==> src/rtl/tree_node_pkg.sv <==
// Shared types and helpers for tree_fanout_node: request FSM states,
// drop counter width and a one-hot decoder.
package tree_node_pkg;

    typedef enum logic [1:0] {
        IDLE,
        UNI,
        BC
    } state_t;

    localparam int DROP_CNT_W   = 8;
    localparam int MAX_CHILDREN = 64;

    // Callers truncate the result to their own child count.
    function automatic logic [MAX_CHILDREN-1:0] onehot(input int idx);
        onehot = MAX_CHILDREN'(1) << idx;
    endfunction

endpackage

==> src/rtl/tree_fanout_node_rr_arbiter.sv <==
// Rotating-priority arbiter: searches upward from r_ptr and moves the pointer
// past the winner only when the caller consumes the grant.
module rr_arbiter #(
    parameter int N  = 4,
    parameter int IW = $clog2(N)
) (
    input  logic          clk,
    input  logic          rst,
    input  logic [N-1:0]  req,
    input  logic          advance,
    output logic [N-1:0]  grant,
    output logic [IW-1:0] grant_idx
);

    logic [IW-1:0] r_ptr;
    logic [IW-1:0] w_sel;
    logic          w_found;
    int            w_idx;

    always_comb begin
        grant     = '0;
        grant_idx = '0;
        w_found   = 1'b0;
        w_idx     = 0;
        w_sel     = '0;
        for (int i = 0; i < N; i++) begin
            w_idx = int'(r_ptr) + i;
            if (w_idx >= N) w_idx = w_idx - N;
            w_sel = IW'(w_idx);
            if (!w_found && req[w_sel]) begin
                w_found      = 1'b1;
                grant[w_sel] = 1'b1;
                grant_idx    = w_sel;
            end
        end
    end

    always_ff @(posedge clk or posedge rst) begin
        if (rst) begin
            r_ptr <= '0;
        end else if (advance && w_found) begin
            r_ptr <= (grant_idx == IW'(N-1)) ? '0 : grant_idx + 1'b1;
        end
    end

endmodule

==> src/rtl/tree_fanout_node.sv <==
// One tree level: routes upstream requests to one child or all children and
// merges child responses round-robin. Broadcast exists only with TREE_NODE_BCAST_EN.
module tree_fanout_node
    import tree_node_pkg::*;
#(
    parameter int NUM_CHILDREN = 10,
    parameter int DATA_W       = 32,
    parameter int ID_W         = $clog2(NUM_CHILDREN)
) (
    input  logic                           clk,
    input  logic                           rst,
    input  logic                           req_valid,
    output logic                           req_ready,
    input  logic                           req_bcast,
    input  logic [ID_W-1:0]                req_dest,
    input  logic [DATA_W-1:0]              req_data,
    output logic [NUM_CHILDREN-1:0]        dn_valid,
    input  logic [NUM_CHILDREN-1:0]        dn_ready,
    output logic [DATA_W-1:0]              dn_data,
    input  logic [NUM_CHILDREN-1:0]        rsp_in_valid,
    output logic [NUM_CHILDREN-1:0]        rsp_in_ready,
    input  logic [NUM_CHILDREN*DATA_W-1:0] rsp_in_data,
    output logic                           rsp_valid,
    input  logic                           rsp_ready,
    output logic [DATA_W-1:0]              rsp_data,
    output logic [ID_W-1:0]                rsp_src,
    output logic [DROP_CNT_W-1:0]          drop_cnt
);

    state_t                r_state, w_state_nxt;
    logic [DATA_W-1:0]     r_data;
    logic [ID_W-1:0]       r_dest;
    logic                  r_alive;
    logic [DROP_CNT_W-1:0] r_drop;
    logic                  w_accept, w_legal, w_bcast;

`ifdef TREE_NODE_BCAST_EN
    logic [NUM_CHILDREN-1:0] r_pend, w_pend_nxt;
    assign w_bcast = req_bcast;
`else
    logic w_unused_bcast;
    assign w_unused_bcast = req_bcast;
    assign w_bcast        = 1'b0;
`endif

    // r_alive keeps req_ready low until the first edge after reset release.
    assign req_ready = r_alive && (r_state == IDLE);
    assign w_accept  = req_valid && req_ready;
    assign w_legal   = int'(req_dest) < NUM_CHILDREN;
    assign dn_data   = r_data;
    assign drop_cnt  = r_drop;

    always_comb begin
        w_state_nxt = r_state;
        dn_valid    = '0;
`ifdef TREE_NODE_BCAST_EN
        w_pend_nxt  = r_pend;
`endif
        case (r_state)
            IDLE: begin
`ifdef TREE_NODE_BCAST_EN
                if (w_accept && w_bcast) begin
                    w_state_nxt = BC;
                    w_pend_nxt  = '1;
                end else
`endif
                if (w_accept && w_legal) w_state_nxt = UNI;
            end
            UNI: begin
                dn_valid = NUM_CHILDREN'(onehot(int'(r_dest)));
                if (dn_ready[r_dest]) w_state_nxt = IDLE;
            end
`ifdef TREE_NODE_BCAST_EN
            BC: begin
                dn_valid   = r_pend;
                w_pend_nxt = r_pend & ~dn_ready;
                if (w_pend_nxt == '0) w_state_nxt = IDLE;
            end
`endif
            default: w_state_nxt = IDLE;
        endcase
    end

    always_ff @(posedge clk or posedge rst) begin
        if (rst) begin
            r_state <= IDLE;
            r_data  <= '0;
            r_dest  <= '0;
            r_alive <= 1'b0;
            r_drop  <= '0;
`ifdef TREE_NODE_BCAST_EN
            r_pend  <= '0;
`endif
        end else begin
            r_alive <= 1'b1;
            r_state <= w_state_nxt;
`ifdef TREE_NODE_BCAST_EN
            r_pend  <= w_pend_nxt;
`endif
            if (w_accept) begin
                r_data <= req_data;
                r_dest <= req_dest;
            end
            if (w_accept && !w_bcast && !w_legal && r_drop != '1)
                r_drop <= r_drop + 1'b1;
        end
    end

    // Response path: output register refills when empty or draining this cycle.
    logic                    w_load;
    logic [NUM_CHILDREN-1:0] w_grant;
    logic [ID_W-1:0]         w_gidx;
    logic                    r_rsp_valid;
    logic [DATA_W-1:0]       r_rsp_data;
    logic [ID_W-1:0]         r_rsp_src;

    assign w_load       = !r_rsp_valid || rsp_ready;
    assign rsp_in_ready = w_load ? w_grant : '0;
    assign rsp_valid    = r_rsp_valid;
    assign rsp_data     = r_rsp_data;
    assign rsp_src      = r_rsp_src;

    rr_arbiter #(.N(NUM_CHILDREN), .IW(ID_W)) u_arb (
        .clk       (clk),
        .rst       (rst),
        .req       (rsp_in_valid),
        .advance   (w_load),
        .grant     (w_grant),
        .grant_idx (w_gidx)
    );

    always_ff @(posedge clk or posedge rst) begin
        if (rst) begin
            r_rsp_valid <= 1'b0;
            r_rsp_data  <= '0;
            r_rsp_src   <= '0;
        end else if (w_load) begin
            r_rsp_valid <= |rsp_in_valid;
            if (|rsp_in_valid) begin
                r_rsp_data <= rsp_in_data[int'(w_gidx)*DATA_W +: DATA_W];
                r_rsp_src  <= w_gidx;
            end
        end
    end

endmodule

==> config.mk <==
export PLATFORM = sky130hd
export DESIGN_NAME = tree_fanout_node
export DESIGN_NICKNAME = d
export VERILOG_FILES = /design/src/rtl/tree_node_pkg.sv /design/src/rtl/tree_fanout_node_rr_arbiter.sv /design/src/rtl/tree_fanout_node.sv
export SDC_FILE = /design/constraint.sdc
export NUM_CORES = 1
export LEC_CHECK = 0
export CORE_AREA = 2 2 185 187
export CTS_BUF_LIST = sky130_fd_sc_hd__clkbuf_4 sky130_fd_sc_hd__clkbuf_8
export CTS_CLUSTER_DIAMETER = 80
export DETAILED_ROUTE_END_ITERATION = 12
export DIE_AREA = 0 0 187 189
export GPL_ROUTABILITY_DRIVEN = 0
export SETUP_SLACK_MARGIN = 0.02
export SLEW_MARGIN = 20
export SYNTH_ARGS = -nofsm -noshare
export SYNTH_HDL_FRONTEND = slang
export SYNTH_SLANG_ARGS = --single-unit
export TNS_END_PERCENT = 50
==> constraint.sdc <==
create_clock -name clk -period 15.6 [get_ports clk]
set_input_delay 2.34 -clock clk [delete_from_list [all_inputs] [get_ports clk]]
set_output_delay 2.34 -clock clk [all_outputs]
set_load 0.05 [all_outputs]
== Word level (Yosys, flattened, before mapping) ==
Index checks and enable logic that the tools add are counted.

* Flip-flop bits (word level): 88
* Latch bits: 0
* Bits in writable memories: 0
* Memory bits (read-only): 0
* Input port bits: 381
* Output and inout port bits: 98
* Logic and storage cells: 207
* Memories kept: 0

* Add/subtract/negate cells: 21
* Multiply operators: 0
* Divide/modulo/power cells: 0
* Order comparisons: 32
* Equal/unequal tests: 5
* Shifts and indexed selects: 2
* Muxes and demuxes: 88
* Bitwise gates (word level): 9
* Reductions and logical operators: 41

{| class="wikitable"
|+ Operators by type and width
! operator !! count
|-
| $shiftx 320x10->32 || 1
|-
| $mux 10 || 12
|-
| $or 10x10->10 || 9
|-
| $mux 4 || 21
|-
| $lt 4x5->1 const B || 11
|-
| $ge 5x4->1 const B || 9
|-
| $bmux 1 s4 || 11
|-
| $demux 1 s4 || 10
|-
| $ge 4x1->1 const B || 10
|-
| $sub 4x4->4 const B || 10
|-
| $mux 1 || 31
|-
| $logic_and 1x1->1 || 25
|-
| $add 4x3->5 const B || 4
|-
| $logic_not 1->1 || 11
|-
| $add 4x2->5 const B || 2
|-
| $add 4x4->5 const B || 2
|-
| $reduce_or 10->1 || 1
|-
| $shl 1x4->10 const A || 1
|-
| $add 8x1->8 const B || 1
|-
| $ne 8x8->1 const B || 1
|-
| $add 4x1->5 const B || 1
|-
| $add 4x1->4 const B || 1
|-
| $eq 4x4->1 const B || 1
|-
| $ge 4x4->1 const B || 1
|-
| 9 further kinds || 11
|}

== Longest topological paths before layout ==
* Depth after elaboration: 34
* Mapped depth: 24
* Gate-level depth less buffers: 17

== Cells and area by module ==
A second synthesis with hierarchy kept.

* Cell total of the unflattened synthesis: 1083
* Area, all modules: 10237.3 µm²

{| class="wikitable"
|+ Modules (own cells, without submodules)
! module !! times used !! cells each !! area each (µm²) !! sequential area each (µm²)
|-
| tree_fanout_node || 1 || 529 || 6104.6 || 2077.0
|-
| rr_arbiter || 1 || 554 || 4132.7 || 100.1
|}

== Worst setup path before layout ==
No wires, ideal clock.

* Path type: reg2out
* Start: register u_arb.r_ptr[0]
* End: output port rsp_in_ready[7]
* Arrival: 5957 ps
* Data required time: 13260 ps
* Path slack: 7303 ps
* Cell stages (with the launch flop): 21
* Buffers on the path: 6
* Path through: dfrtp_1 > buf_6 > buf_12 > inv_1 > clkbuf_1 > ha_1 > buf_2 > clkinv_1 > ha_1 > clkbuf_1 > a21bo_2 > a21oi_1 > nor2_1 > nor4b_1 > a221oi_1 > or2_1 > a211o_1 > a31oi_1 > o21ai_1 > clkbuf_1 > nor4_1

* Cells in the longest elaborated chain, start to end: 33
* Elaborated cells on any way between the ends: 156

{| class="wikitable"
|+ Ends and longest elaborated chain
! what !! RTL line !! RTL
|-
| start, declared || tree_fanout_node_rr_arbiter.sv:15 || <nowiki>logic [IW-1:0] r_ptr;</nowiki>
|-
| start signal, assigned || tree_fanout_node_rr_arbiter.sv:42 || <nowiki>r_ptr <= (grant_idx == IW'(N-1)) ? '0 : grant_idx + 1'b1;</nowiki>
|-
| parallel branches: the longest is 31 deep, another holds $add 4x1->5 || n/a ||
|-
| $mux 10 * || tree_fanout_node_rr_arbiter.sv:30 || <nowiki>if (!w_found && req[w_sel]) begin</nowiki>
|-
| $mux 10 * || tree_fanout_node.sv:118 || <nowiki>assign rsp_in_ready = w_load ? w_grant : '0;</nowiki>
|-
| end, declared || tree_fanout_node.sv:21 || <nowiki>output logic [NUM_CHILDREN-1:0] rsp_in_ready,</nowiki>
|}

Every way passes the cells marked *. The select of a mux whose other input is x is not followed.

== Worst setup path after layout ==
Ends and elaborated chain as after synthesis.

==> flow_summary.toml <==
[clock_tree]
holdBufCountCts = 0
cts_resized = 0
clock_latency_ns = 0.40
clock_sinks = 87
post_cts.repair.setup_buffers = 0
cts_buffers = 9
clockBufferDepth = 2
root_buffer = "clkbuf_8"
cts-htree-levels = 3
cts.clk_slew.worst_paths_ns = 0.11
cts_tree = "yes"

[sta]
slew_headroom_pct = 27.3
fin_worst_skew_ns = 0.0202
final_hold_viol_count = 0
timing.fmax_ghz = 0.0948
tns_ns = 0
worstMarginPinSlew_ns = 1.09
min_period_over_period_pct = 67.6
grt_setup_unrepaired = "no"
setup_viol = 0
hold_ws_ns = 0.494
finalCriticalPeriod_ns = 10.55
drv_slew = 0

[finish]
nets = 1980
layout_commonest_cell = "clkdlybuf4s50_1"
fillers = 3336
drive_above_1_share_pct = 10.6
final_cell_mix = "clkdlybuf4s50_1 (477), nand2_1 (147), a21oi_1 (135)"
seq_area_um2 = 2180
final_cells = 2041
multi_input_area_um2 = 7000
fin_area_um2 = 14900
area_growth_pct = 52.2

[drt]
first_pass_iters = 5
remaining_drc_errors = 0
antenna_left = 0
drt_iter0_drc = 979
drt_wl_total_mm = 53.5
routedWlPerCell_um = 26.2
vias = 11619
vias_per_cell = 5.69

[synth]
synth.avg_cell_area_um2 = 8.41
ys_types = 107
synth_nets = 1570
yosysWarnings = 0
synth_area_um2 = 9800
yosysSeqAreaShare_pct = 22.2
synth_ff_type = "dfrtp_1"
async_flop_share_pct = 100
netlist_instances = 1165
synth_edf_count = 0
synth-seq-cells = 87

[worst_setup_path]
cp_max_fo = 51
worst_ep_arrival_time_ns = 8.21
critPathTopFamily = "buffers and inverters"
startpoint = "u_arb.r_ptr[0]"
crit_required_ns = 13.26
cp_cell_sequence = "buf_4, inv_1, ha_1, clkinv_1, ha_1, and3_1, o211ai_1, o32ai_1, a22o_1, o32ai_2, nand4b_2, nor4_4, and3_1, a211oi_1, o21a_1, nor4_1, clkdlybuf4s50_1"
criticalPathCategory = "register to output pin"
max_stage_delay_ns = 0.95
cp_slowest_cell = "clkdlybuf4s50_1"
reg2reg_from = "u_arb.r_ptr[0]"
startpoint_type = "register"
crit_path_end_kind = "output pin"
crit_buf_inv = 4

[run_status]
status = "finished clean"

[grt]
globalRouteTotalUtil_pct = 28.9
overflow = 0
grt_pass1_wl_mm = 75.8
grt_pass1_vias = 10815
grt_max_degree = 71
antenna_found_initial = 29

[floorplanning]
start_util_pct = 29.4
core_area_um2 = 33300
num_rows = 67
boundaryPins = 479
die_y_um = 189
die_area_um2 = 35300
die_x_um = 187

[min_path]
hold_start = "drop_cnt[6]"
hold_path_class = "register to register"

[place]
dpl-instance-area_um2 = 14700
port_buffers = 477
dpl.cell_count = 2012
dpl.hpwl_mm = 42.6

[job]
maxCapViolCount = 0
cell families (layout without fill, tap and decap cells):
group,Yosys count,after routing,share of synthesized area [%]
buf+inv,113,528,6.65
mux,144,144,16.2
xor+xnor,21,21,2.55
simple gates,362,362,18.4
compound gates,413,413,30.8
fa+ha+maj,24,24,3.14
other cells,1,14,0.0383
flops,87,87,22.2
path summary, 6_finish.rpt:
check                                  end  cells after the start  slack (ns)
setup reg to reg              rsp_data[12]                     18        7.61
hold reg to reg                drop_cnt[6]                      1        0.49
max in group asynchronous        r_dest[3]                      3       12.10
hold / removal                 drop_cnt[6]                      1        0.49
setup / recovery           rsp_in_ready[7]                     17        5.05
min in group asynchronous     rsp_data[28]                      2        2.23
Yosys cell counts (25+ instances only):
library cell    n  share of area (%)
mux2_2         84                9.7
nand3_1        25                1.3
a221o_1        36                3.7
nor2_1         59                2.3
buf_2          34                1.7
mux2i_1        55                5.6
clkbuf_1       29                1.1
a22o_1         36                3.2
a21oi_1       135                6.9
nand2_1       147                5.6
o211ai_1       36                2.8
dfrtp_1        87                 22
a22oi_1        35                2.7
worst register-to-register path, delay by kind of cell (launching register included):
kind                     cells  cell delay, ns
multiplexers                 1            0.50
buffers and inverters        4            2.39
adder cells (fa/ha/maj)      2            1.23
AO/OA/AOI/OAI                9            2.72
flip-flops                   1            0.34
AND/OR/NAND/NOR              2            0.66
final cells by class:
| class | count | area share [%] |
|---|---|---|
| clock inverter | 7 | 0.503 |
| multi-input combinational | 965 | 46.9 |
| inverter | 23 | 0.595 |
| sequential | 87 | 14.6 |
| timing repair buffer | 489 | 32.6 |
| antenna | 13 | 0.218 |
| clock buffer | 9 | 0.830 |
| tap | 448 | 3.76 |
registers in the layout (all words and copies together) (netlist names):
name         cells
drop_cnt         8
r_alive          1
rsp_src          4
u_arb.r_ptr      4
r_state          1
rsp_data        32
dn_data         32
rsp_valid        1
r_dest           4
through the flow:
stage / worst slack (ns) / util, %
floorplan: 7.30 / -
global placement: 5.74 / 44.1
detailed placement: 5.68 / 44.1
CTS: 5.23 / 44.7
global route: 4.76 / 44.8
finish: 5.05 / 44.8
routing by layer:
layer | wire length (um) | vias up | global-route usage [%]
li1 | - | 5260 | -
met1 | 22800 | 5614 | 37.8
met2 | 23700 | 620 | 45.0
met3 | 5600 | 91 | 10.7
met4 | 1180 | 34 | 6.99
met5 | 221 | - | 0
Power is not shown: default switching activity piles up to over one toggle a cycle in this logic, so the estimate is an artifact.
